<file path="src/rtl/gty_rx_axis_framer_if.sv">
// AXI4-Stream bundle carried from the framer to the DMA S2MM input.
interface gty_rx_axis_framer_if #(
    parameter int DATA_WIDTH = 64
);
    localparam int BPB = DATA_WIDTH / 8;

    logic [DATA_WIDTH-1:0] tdata;
    logic [BPB-1:0]        tkeep;
    logic                  tlast;
    logic                  tvalid;
    logic                  tready;

    modport master (output tdata, output tkeep, output tlast, output tvalid, input tready);
    modport slave  (input tdata, input tkeep, input tlast, input tvalid, output tready);
endinterface

</file>
<file path="src/rtl/gty_rx_axis_framer.sv">
// GTY RX (64b/66b decoded) to AXI4-Stream framer.
// Filters control/invalid sync-header blocks, cuts the data stream into
// packets of a programmable byte length and buffers them in a FIFO, since the
// GTY side cannot be stalled. Packets that would not fit are dropped whole.
//
// state  | meaning
// -------+-----------------------------------------------------------
// IDLE   | framing disabled, data beats ignored
// WAIT   | enabled, next data beat starts a packet (admit or drop)
// FWD    | admitted packet in progress, data beats written to FIFO
// DROP   | rejected packet in progress, data beats discarded
module gty_rx_axis_framer #(
    parameter int DATA_WIDTH = 64,
    parameter int FIFO_DEPTH = 16,
    parameter int CNT_W      = 16
) (
    input  logic                          aclk,
    input  logic                          aresetn,
    input  logic                          cfg_enable,
    input  logic [CNT_W-1:0]              cfg_pkt_bytes,
    input  logic [DATA_WIDTH-1:0]         gty_rx_data,
    input  logic                          gty_rx_valid,
    input  logic                          gty_rx_header_valid,
    input  logic [1:0]                    gty_rx_header,
    gty_rx_axis_framer_if.master          m_axis,
    output logic [$clog2(FIFO_DEPTH):0]   fifo_level,
    output logic [31:0]                   stat_packets,
    output logic [31:0]                   stat_drops,
    output logic [31:0]                   stat_hdr_err
);
    localparam int BPB       = DATA_WIDTH / 8;
    localparam int AW        = $clog2(FIFO_DEPTH);
    localparam int LW        = AW + 1;
    localparam int MAX_BYTES = FIFO_DEPTH * BPB;

    typedef enum logic [1:0] {S_IDLE, S_WAIT, S_FWD, S_DROP} state_t;

    state_t          state_q;
    logic [LW-1:0]   beats_q;
    logic [LW-1:0]   cnt_q;
    logic [BPB-1:0]  keep_last_q;

    logic [DATA_WIDTH-1:0] mem_data [FIFO_DEPTH];
    logic [BPB-1:0]        mem_keep [FIFO_DEPTH];
    logic                  mem_last [FIFO_DEPTH];
    logic [AW-1:0]         wr_ptr_q, rd_ptr_q;
    logic [LW-1:0]         mem_cnt_q;

    logic [DATA_WIDTH-1:0] tdata_q;
    logic [BPB-1:0]        tkeep_q;
    logic                  tlast_q;
    logic                  tvalid_q;

    logic            is_data_c, hdr_err_c, start_c, admit_c, drop_c;
    logic            wr_en_c, wr_last_c, pop_c;
    logic [31:0]     len_c, rem_c;
    logic [LW-1:0]   beats_c, cnt_inc_c;
    logic [BPB-1:0]  keep_c, wr_keep_c;

    assign is_data_c = gty_rx_valid && (!gty_rx_header_valid || gty_rx_header == 2'b01);
    assign hdr_err_c = gty_rx_valid && gty_rx_header_valid &&
                       (gty_rx_header == 2'b00 || gty_rx_header == 2'b11);

    // Clamp the requested length so a packet always fits in an empty FIFO.
    always_comb begin
        if (cfg_pkt_bytes == '0)
            len_c = 32'(BPB);
        else if (32'(cfg_pkt_bytes) > 32'(MAX_BYTES))
            len_c = 32'(MAX_BYTES);
        else
            len_c = 32'(cfg_pkt_bytes);
        beats_c = LW'((len_c + 32'(BPB - 1)) / 32'(BPB));
        rem_c   = len_c % 32'(BPB);
        keep_c  = (rem_c == 32'd0) ? {BPB{1'b1}} : ~({BPB{1'b1}} << rem_c);
    end

    assign fifo_level = mem_cnt_q + LW'(tvalid_q);
    assign cnt_inc_c  = cnt_q + LW'(1);
    assign start_c    = (state_q == S_WAIT) && cfg_enable && is_data_c;
    assign admit_c    = (LW'(FIFO_DEPTH) - fifo_level) >= beats_c;
    assign drop_c     = start_c && !admit_c;
    assign wr_en_c    = (start_c && admit_c) || (state_q == S_FWD && is_data_c);
    assign wr_last_c  = (state_q == S_WAIT) ? (beats_c == LW'(1)) : (cnt_inc_c == beats_q);
    assign wr_keep_c  = !wr_last_c ? {BPB{1'b1}} :
                        ((state_q == S_WAIT) ? keep_c : keep_last_q);
    assign pop_c      = (mem_cnt_q != '0) && (!tvalid_q || m_axis.tready);

    // Packet framing FSM: tracks beats of the current packet in FWD or DROP.
    always_ff @(posedge aclk) begin
        if (!aresetn) begin
            state_q     <= S_IDLE;
            beats_q     <= '0;
            cnt_q       <= '0;
            keep_last_q <= '0;
        end else begin
            case (state_q)
                S_IDLE: if (cfg_enable) state_q <= S_WAIT;
                S_WAIT: begin
                    if (!cfg_enable) begin
                        state_q <= S_IDLE;
                    end else if (is_data_c) begin
                        beats_q     <= beats_c;
                        keep_last_q <= keep_c;
                        cnt_q       <= LW'(1);
                        if (beats_c != LW'(1))
                            state_q <= admit_c ? S_FWD : S_DROP;
                    end
                end
                S_FWD, S_DROP: begin
                    if (is_data_c) begin
                        cnt_q <= cnt_inc_c;
                        if (cnt_inc_c == beats_q)
                            state_q <= cfg_enable ? S_WAIT : S_IDLE;
                    end
                end
                default: state_q <= S_IDLE;
            endcase
        end
    end

    // FIFO storage; contents need no reset because the pointers qualify them.
    always_ff @(posedge aclk) begin
        if (wr_en_c) begin
            mem_data[wr_ptr_q] <= gty_rx_data;
            mem_keep[wr_ptr_q] <= wr_keep_c;
            mem_last[wr_ptr_q] <= wr_last_c;
        end
    end

    // FIFO pointers and the registered AXIS output beat.
    always_ff @(posedge aclk) begin
        if (!aresetn) begin
            wr_ptr_q  <= '0;
            rd_ptr_q  <= '0;
            mem_cnt_q <= '0;
            tdata_q   <= '0;
            tkeep_q   <= '0;
            tlast_q   <= 1'b0;
            tvalid_q  <= 1'b0;
        end else begin
            if (wr_en_c) wr_ptr_q <= wr_ptr_q + AW'(1);
            if (pop_c) begin
                rd_ptr_q <= rd_ptr_q + AW'(1);
                tdata_q  <= mem_data[rd_ptr_q];
                tkeep_q  <= mem_keep[rd_ptr_q];
                tlast_q  <= mem_last[rd_ptr_q];
                tvalid_q <= 1'b1;
            end else if (m_axis.tready) begin
                tvalid_q <= 1'b0;
            end
            case ({wr_en_c, pop_c})
                2'b10:   mem_cnt_q <= mem_cnt_q + LW'(1);
                2'b01:   mem_cnt_q <= mem_cnt_q - LW'(1);
                default: mem_cnt_q <= mem_cnt_q;
            endcase
        end
    end

    // Statistics; all three wrap silently and may step in the same cycle.
    always_ff @(posedge aclk) begin
        if (!aresetn) begin
            stat_packets <= '0;
            stat_drops   <= '0;
            stat_hdr_err <= '0;
        end else begin
            if (tvalid_q && m_axis.tready && tlast_q) stat_packets <= stat_packets + 32'd1;
            if (drop_c)    stat_drops   <= stat_drops + 32'd1;
            if (hdr_err_c) stat_hdr_err <= stat_hdr_err + 32'd1;
        end
    end

    assign m_axis.tdata  = tdata_q;
    assign m_axis.tkeep  = tkeep_q;
    assign m_axis.tlast  = tlast_q;
    assign m_axis.tvalid = tvalid_q;

    // Admission control must make a write into a full FIFO impossible.
    overflow_chk: assert property (@(posedge aclk) disable iff (!aresetn)
        !(wr_en_c && mem_cnt_q == LW'(FIFO_DEPTH) && !pop_c));

endmodule
</file>
<file path="src/flat_wrapper.sv">
// flat-port wrapper written by rule: the top's interface ports become plain ports
module gty_rx_axis_framer_flat 
#(
    parameter int DATA_WIDTH = 64,
    parameter int FIFO_DEPTH = 16,
    parameter int CNT_W      = 16
)
  (aclk, aresetn, cfg_enable, cfg_pkt_bytes, gty_rx_data, gty_rx_valid, gty_rx_header_valid, gty_rx_header, fifo_level, stat_packets, stat_drops, stat_hdr_err, m_axis_tdata, m_axis_tkeep, m_axis_tlast, m_axis_tvalid, m_axis_tready);
  gty_rx_axis_framer_if #(.DATA_WIDTH(DATA_WIDTH)) m_axis_i ();
  input  logic aclk;
  input  logic aresetn;
  input  logic cfg_enable;
  input  logic [CNT_W-1:0] cfg_pkt_bytes;
  input  logic [DATA_WIDTH-1:0] gty_rx_data;
  input  logic gty_rx_valid;
  input  logic gty_rx_header_valid;
  input  logic [1:0] gty_rx_header;
  output logic [$clog2(FIFO_DEPTH):0] fifo_level;
  output logic [31:0] stat_packets;
  output logic [31:0] stat_drops;
  output logic [31:0] stat_hdr_err;
  output wire logic [$bits(m_axis_i.tdata)-1:0] m_axis_tdata;
  output wire logic [$bits(m_axis_i.tkeep)-1:0] m_axis_tkeep;
  output wire logic [$bits(m_axis_i.tlast)-1:0] m_axis_tlast;
  output wire logic [$bits(m_axis_i.tvalid)-1:0] m_axis_tvalid;
  input wire logic [$bits(m_axis_i.tready)-1:0] m_axis_tready;
  assign m_axis_tdata = m_axis_i.tdata;
  assign m_axis_tkeep = m_axis_i.tkeep;
  assign m_axis_tlast = m_axis_i.tlast;
  assign m_axis_tvalid = m_axis_i.tvalid;
  assign m_axis_i.tready = m_axis_tready;
  gty_rx_axis_framer #(.DATA_WIDTH(DATA_WIDTH), .FIFO_DEPTH(FIFO_DEPTH), .CNT_W(CNT_W)) u_core (.aclk(aclk), .aresetn(aresetn), .cfg_enable(cfg_enable), .cfg_pkt_bytes(cfg_pkt_bytes), .gty_rx_data(gty_rx_data), .gty_rx_valid(gty_rx_valid), .gty_rx_header_valid(gty_rx_header_valid), .gty_rx_header(gty_rx_header), .m_axis(m_axis_i), .fifo_level(fifo_level), .stat_packets(stat_packets), .stat_drops(stat_drops), .stat_hdr_err(stat_hdr_err));
endmodule
</file>
<file path="config.mk">
export PLATFORM = sky130hd
export DESIGN_NAME = gty_rx_axis_framer_flat
export DESIGN_NICKNAME = d
export VERILOG_FILES = /design/src/rtl/gty_rx_axis_framer_if.sv /design/src/rtl/gty_rx_axis_framer.sv /design/src/flat_wrapper.sv
export SDC_FILE = /design/constraint.sdc
export NUM_CORES = 2
export LEC_CHECK = 0
export CAP_MARGIN = 20
export CORE_MARGIN = 1.5
export CORE_UTILIZATION = 60
export DETAILED_ROUTE_END_ITERATION = 10
export HOLD_SLACK_MARGIN = 0.03
export PLACE_DENSITY = 0.8
export SETUP_SLACK_MARGIN = 0.02
export SYNTH_ARGS = -nofsm -noshare
export SYNTH_HDL_FRONTEND = slang
export SYNTH_SLANG_ARGS = --single-unit
</file>
<file path="constraint.sdc">
create_clock -name aclk -period 12.8 [get_ports aclk]
set_input_delay 2.56 -clock aclk [delete_from_list [all_inputs] [get_ports aclk]]
set_output_delay 2.56 -clock aclk [all_outputs]
set_load 0.01 [all_outputs]
</file>
==> metrics <==
status=completed; crit start category=primary input; CP Max Fanout=48; fillcell total=5095; Final ANT Viol Nets=0; vias in the first global route=29.58k; CTS H-tree lvls=4; Sink Count=1371; Post-route DRC=0; library cells used by synthesis=64; Final #Nets=3149; YS warnings=0; final setup margin=5.442 ns; commonest non-fill, non-tap cell in the layout=edfxtp_1; Worst setup EP type=flip-flop; Max Cap Viol=0; Post-Syn Area per Cell=19.17 um2; WL final=125.6 mm; layout cells sized above 1=18.32%; final core occ=70.24%; Worst Clk Skew=0.02993 ns; Clock Tree Buf Depth=3; Vias=28.20k; Post-synth EDFFs=1168; Arr. time, crit path=7.69 ns; First DRT Iteration DRCs=3132; relative slew slack=20.42%; Reg clk slew, reported paths=0.06 ns; final count of pins violating max slew=0; type of the worst setup path=primary input to flip-flop; register area share after synthesis=74.41%; Synth Cell Area=52600 um2; Design Area, Final=60940 um2; fmax=135.9 MHz; placed insts=4048; WL per Instance=29.16 um; synthesized flop and latch total=1371; Area growth syn-to-layout=15.86%; Final Cycle Share=57.48%; Fin Hold WS=0.4674 ns; DP HPWL=63.86 mm; Net Sw Frac=25.97%; Via density=6.549; die width=299.1 um; Clock power frac=34.7%; RSZ-0062 raised after global routing=no; gr ovfl total=0; TritonCTS Buffers=135; Worst Hold Class=flip-flop to flip-flop; Pre-Repair DR Iteration Count=7; Root Buffer=clkbuf_16; combinational power share=19.2%; most frequent cells in the layout=edfxtp_1 (1168), mux4_2 (292), clkdlybuf4s50_1 (261); hold-fix buffer count after cts=0; async set-reset flop share out of synthesis=0%; Initial Utilization=60.63%; GPL Wtd Cong=0.8627; P_sw=2.892 mW; Die ar.=89440 um2; die height=299.1 um; post-CTS resize count=0; worst-margin pin slew=1.194 ns; Peak VDD IR=0.1380 mV; # setup viols final=0; TritonCTS clock tree=yes; Final Total Pwr=11.13 mW; setup_tns=0 ns; Setup WS pre-CTS=4.614 ns; Fin. Hold Viols=0; Port Buffers=262; first-pass GRT wire length=187.7 mm; non-filler cells, final=4306; Pleak=19.08 nW; Worst-Skew Late Latency=0.75 ns; Post-Syn Nets=2855; synthesized instance count=2744; # rows=108; Req. time, crit path=13.14 ns; Int Power=8.242 mW; Total GRT Usage=28.36%; DP Area=56460 um2; Sequential Power Share=46.2%; power per cell area=182.7 nW/um2; postcts setup bufs=0; ys flop type=edfxtp_1; minimum clock period=7.358 ns; num ports=263; largest net degree at the start of global routing=85; Core Region=86750 um2; antenna violations before repair=3
## layer usage
| metal | track usage, % | share of wire (%) | vias to the layer above | routed length (um) |
|---|---|---|---|---|
| li1 | - | - | 11690 | - |
| met1 | 37.22 | 37 | 14660 | 46590 |
| met2 | 48.52 | 52 | 1601 | 65440 |
| met3 | 4.776 | 7.8 | 248 | 9735 |
| met4 | 9.897 | 3.0 | 0 | 3807 |
| met5 | 0 | 0 | - | 0 |
## power by group through the flow
stage	registers, mW	logic [mW]	clock network, mW
after floorplan	5.18	1.45	0
after global placement	5.22	2.02	0
after detailed placement	5.23	2.08	0
after CTS	5.14	2.14	3.90
after global routing	5.15	2.28	4.06
final	5.14	2.14	3.86
## flip-flops by register name (all words and copies together), names as in the netlist, 4 cells and up
signal	count
u_core.mem_last	16
u_core.wr_ptr_q	4
u_core.stat_hdr_err	32
u_core.rd_ptr_q	4
u_core.cnt_q	5
u_core.stat_drops	32
u_core.keep_last_q	8
u_core.mem_data	1024
u_core.m_axis.tdata	64
u_core.mem_cnt_q	5
u_core.m_axis.tkeep	8
u_core.mem_keep	128
u_core.stat_packets	32
u_core.beats_q	5
## path summary, 6_finish.rpt
path,startpoint,to,slack [ns],depth (start not counted)
min reg2reg,u_core.keep_last_q[4],u_core.keep_last_q[4],0.47,2
max reg2reg,u_core.m_axis.tvalid,u_core.mem_data[11][35],7.56,13
max,cfg_pkt_bytes[1],u_core.mem_data[11][35],5.44,12
min,u_core.keep_last_q[4],u_core.keep_last_q[4],0.47,2
## worst max-delay path: stages
cell and delay (ns):
clkdlybuf4s50_1 0.49, or3_1 0.51, or3b_1 0.40, a21oi_2 0.33
nand2_1 0.16, ha_1 0.30, nand2_1 0.11, o21a_1 0.24
o22ai_2 0.44, nand2_1 0.41, nor2_4 0.82, buf_4 0.86
## synthesized netlist by cell type (all sizes together), types with 6 or more instances
cell | count | area [um2]
edfxtp | 1168 | 35070
mux4 | 292 | 6576
dfxtp | 203 | 4064
nor2 | 112 | 420.4
o21ai | 95 | 475.5
clkbuf | 85 | 319.1
mux2i | 81 | 810.8
a22oi | 76 | 570.6
nand2 | 76 | 285.3
a22o | 73 | 639.4
xor2 | 68 | 595.6
buf | 65 | 304.0
nand3 | 44 | 220.2
and2 | 40 | 250.2
xnor2 | 39 | 341.6
inv | 26 | 97.59
nor3 | 26 | 145.1
ha | 23 | 287.8
a21oi | 20 | 103.9
nand4 | 20 | 131.4
or3 | 14 | 87.58
and3 | 12 | 75.07
and4 | 11 | 101.4
a21boi | 10 | 78.82
nor4 | 10 | 105.1
nand2b | 8 | 50.05
nor2b | 6 | 37.54
## kinds of logic after synthesis
family / after synthesis / synth area share, %
xor gates and xnor gates: 107 / 1.782
DFF: 1371 / 74.41
adders and majority gates: 23 / 0.5472
and+or+nand+nor: 390 / 3.801
muxes: 373 / 14.05
buffers and inverters: 176 / 1.370
AOI/OAI and AO/OA: 304 / 4.042
## layout make-up
type / count / area (um2) / share of cell area (%)
Antenna cell: 2 / 5.005 / 0.008213
Clock buffer: 183 / 3724 / 6.111
Clock inverter: 65 / 588.1 / 0.9650
Inverter: 26 / 97.59 / 0.1602
Multi-Input combinational cell: 1197 / 12870 / 21.12
Sequential cell: 1371 / 39150 / 64.25
Tap cell: 1155 / 1445 / 2.372
Timing Repair Buffer: 307 / 3060 / 5.022
Power figures use the tool's default switching activity.
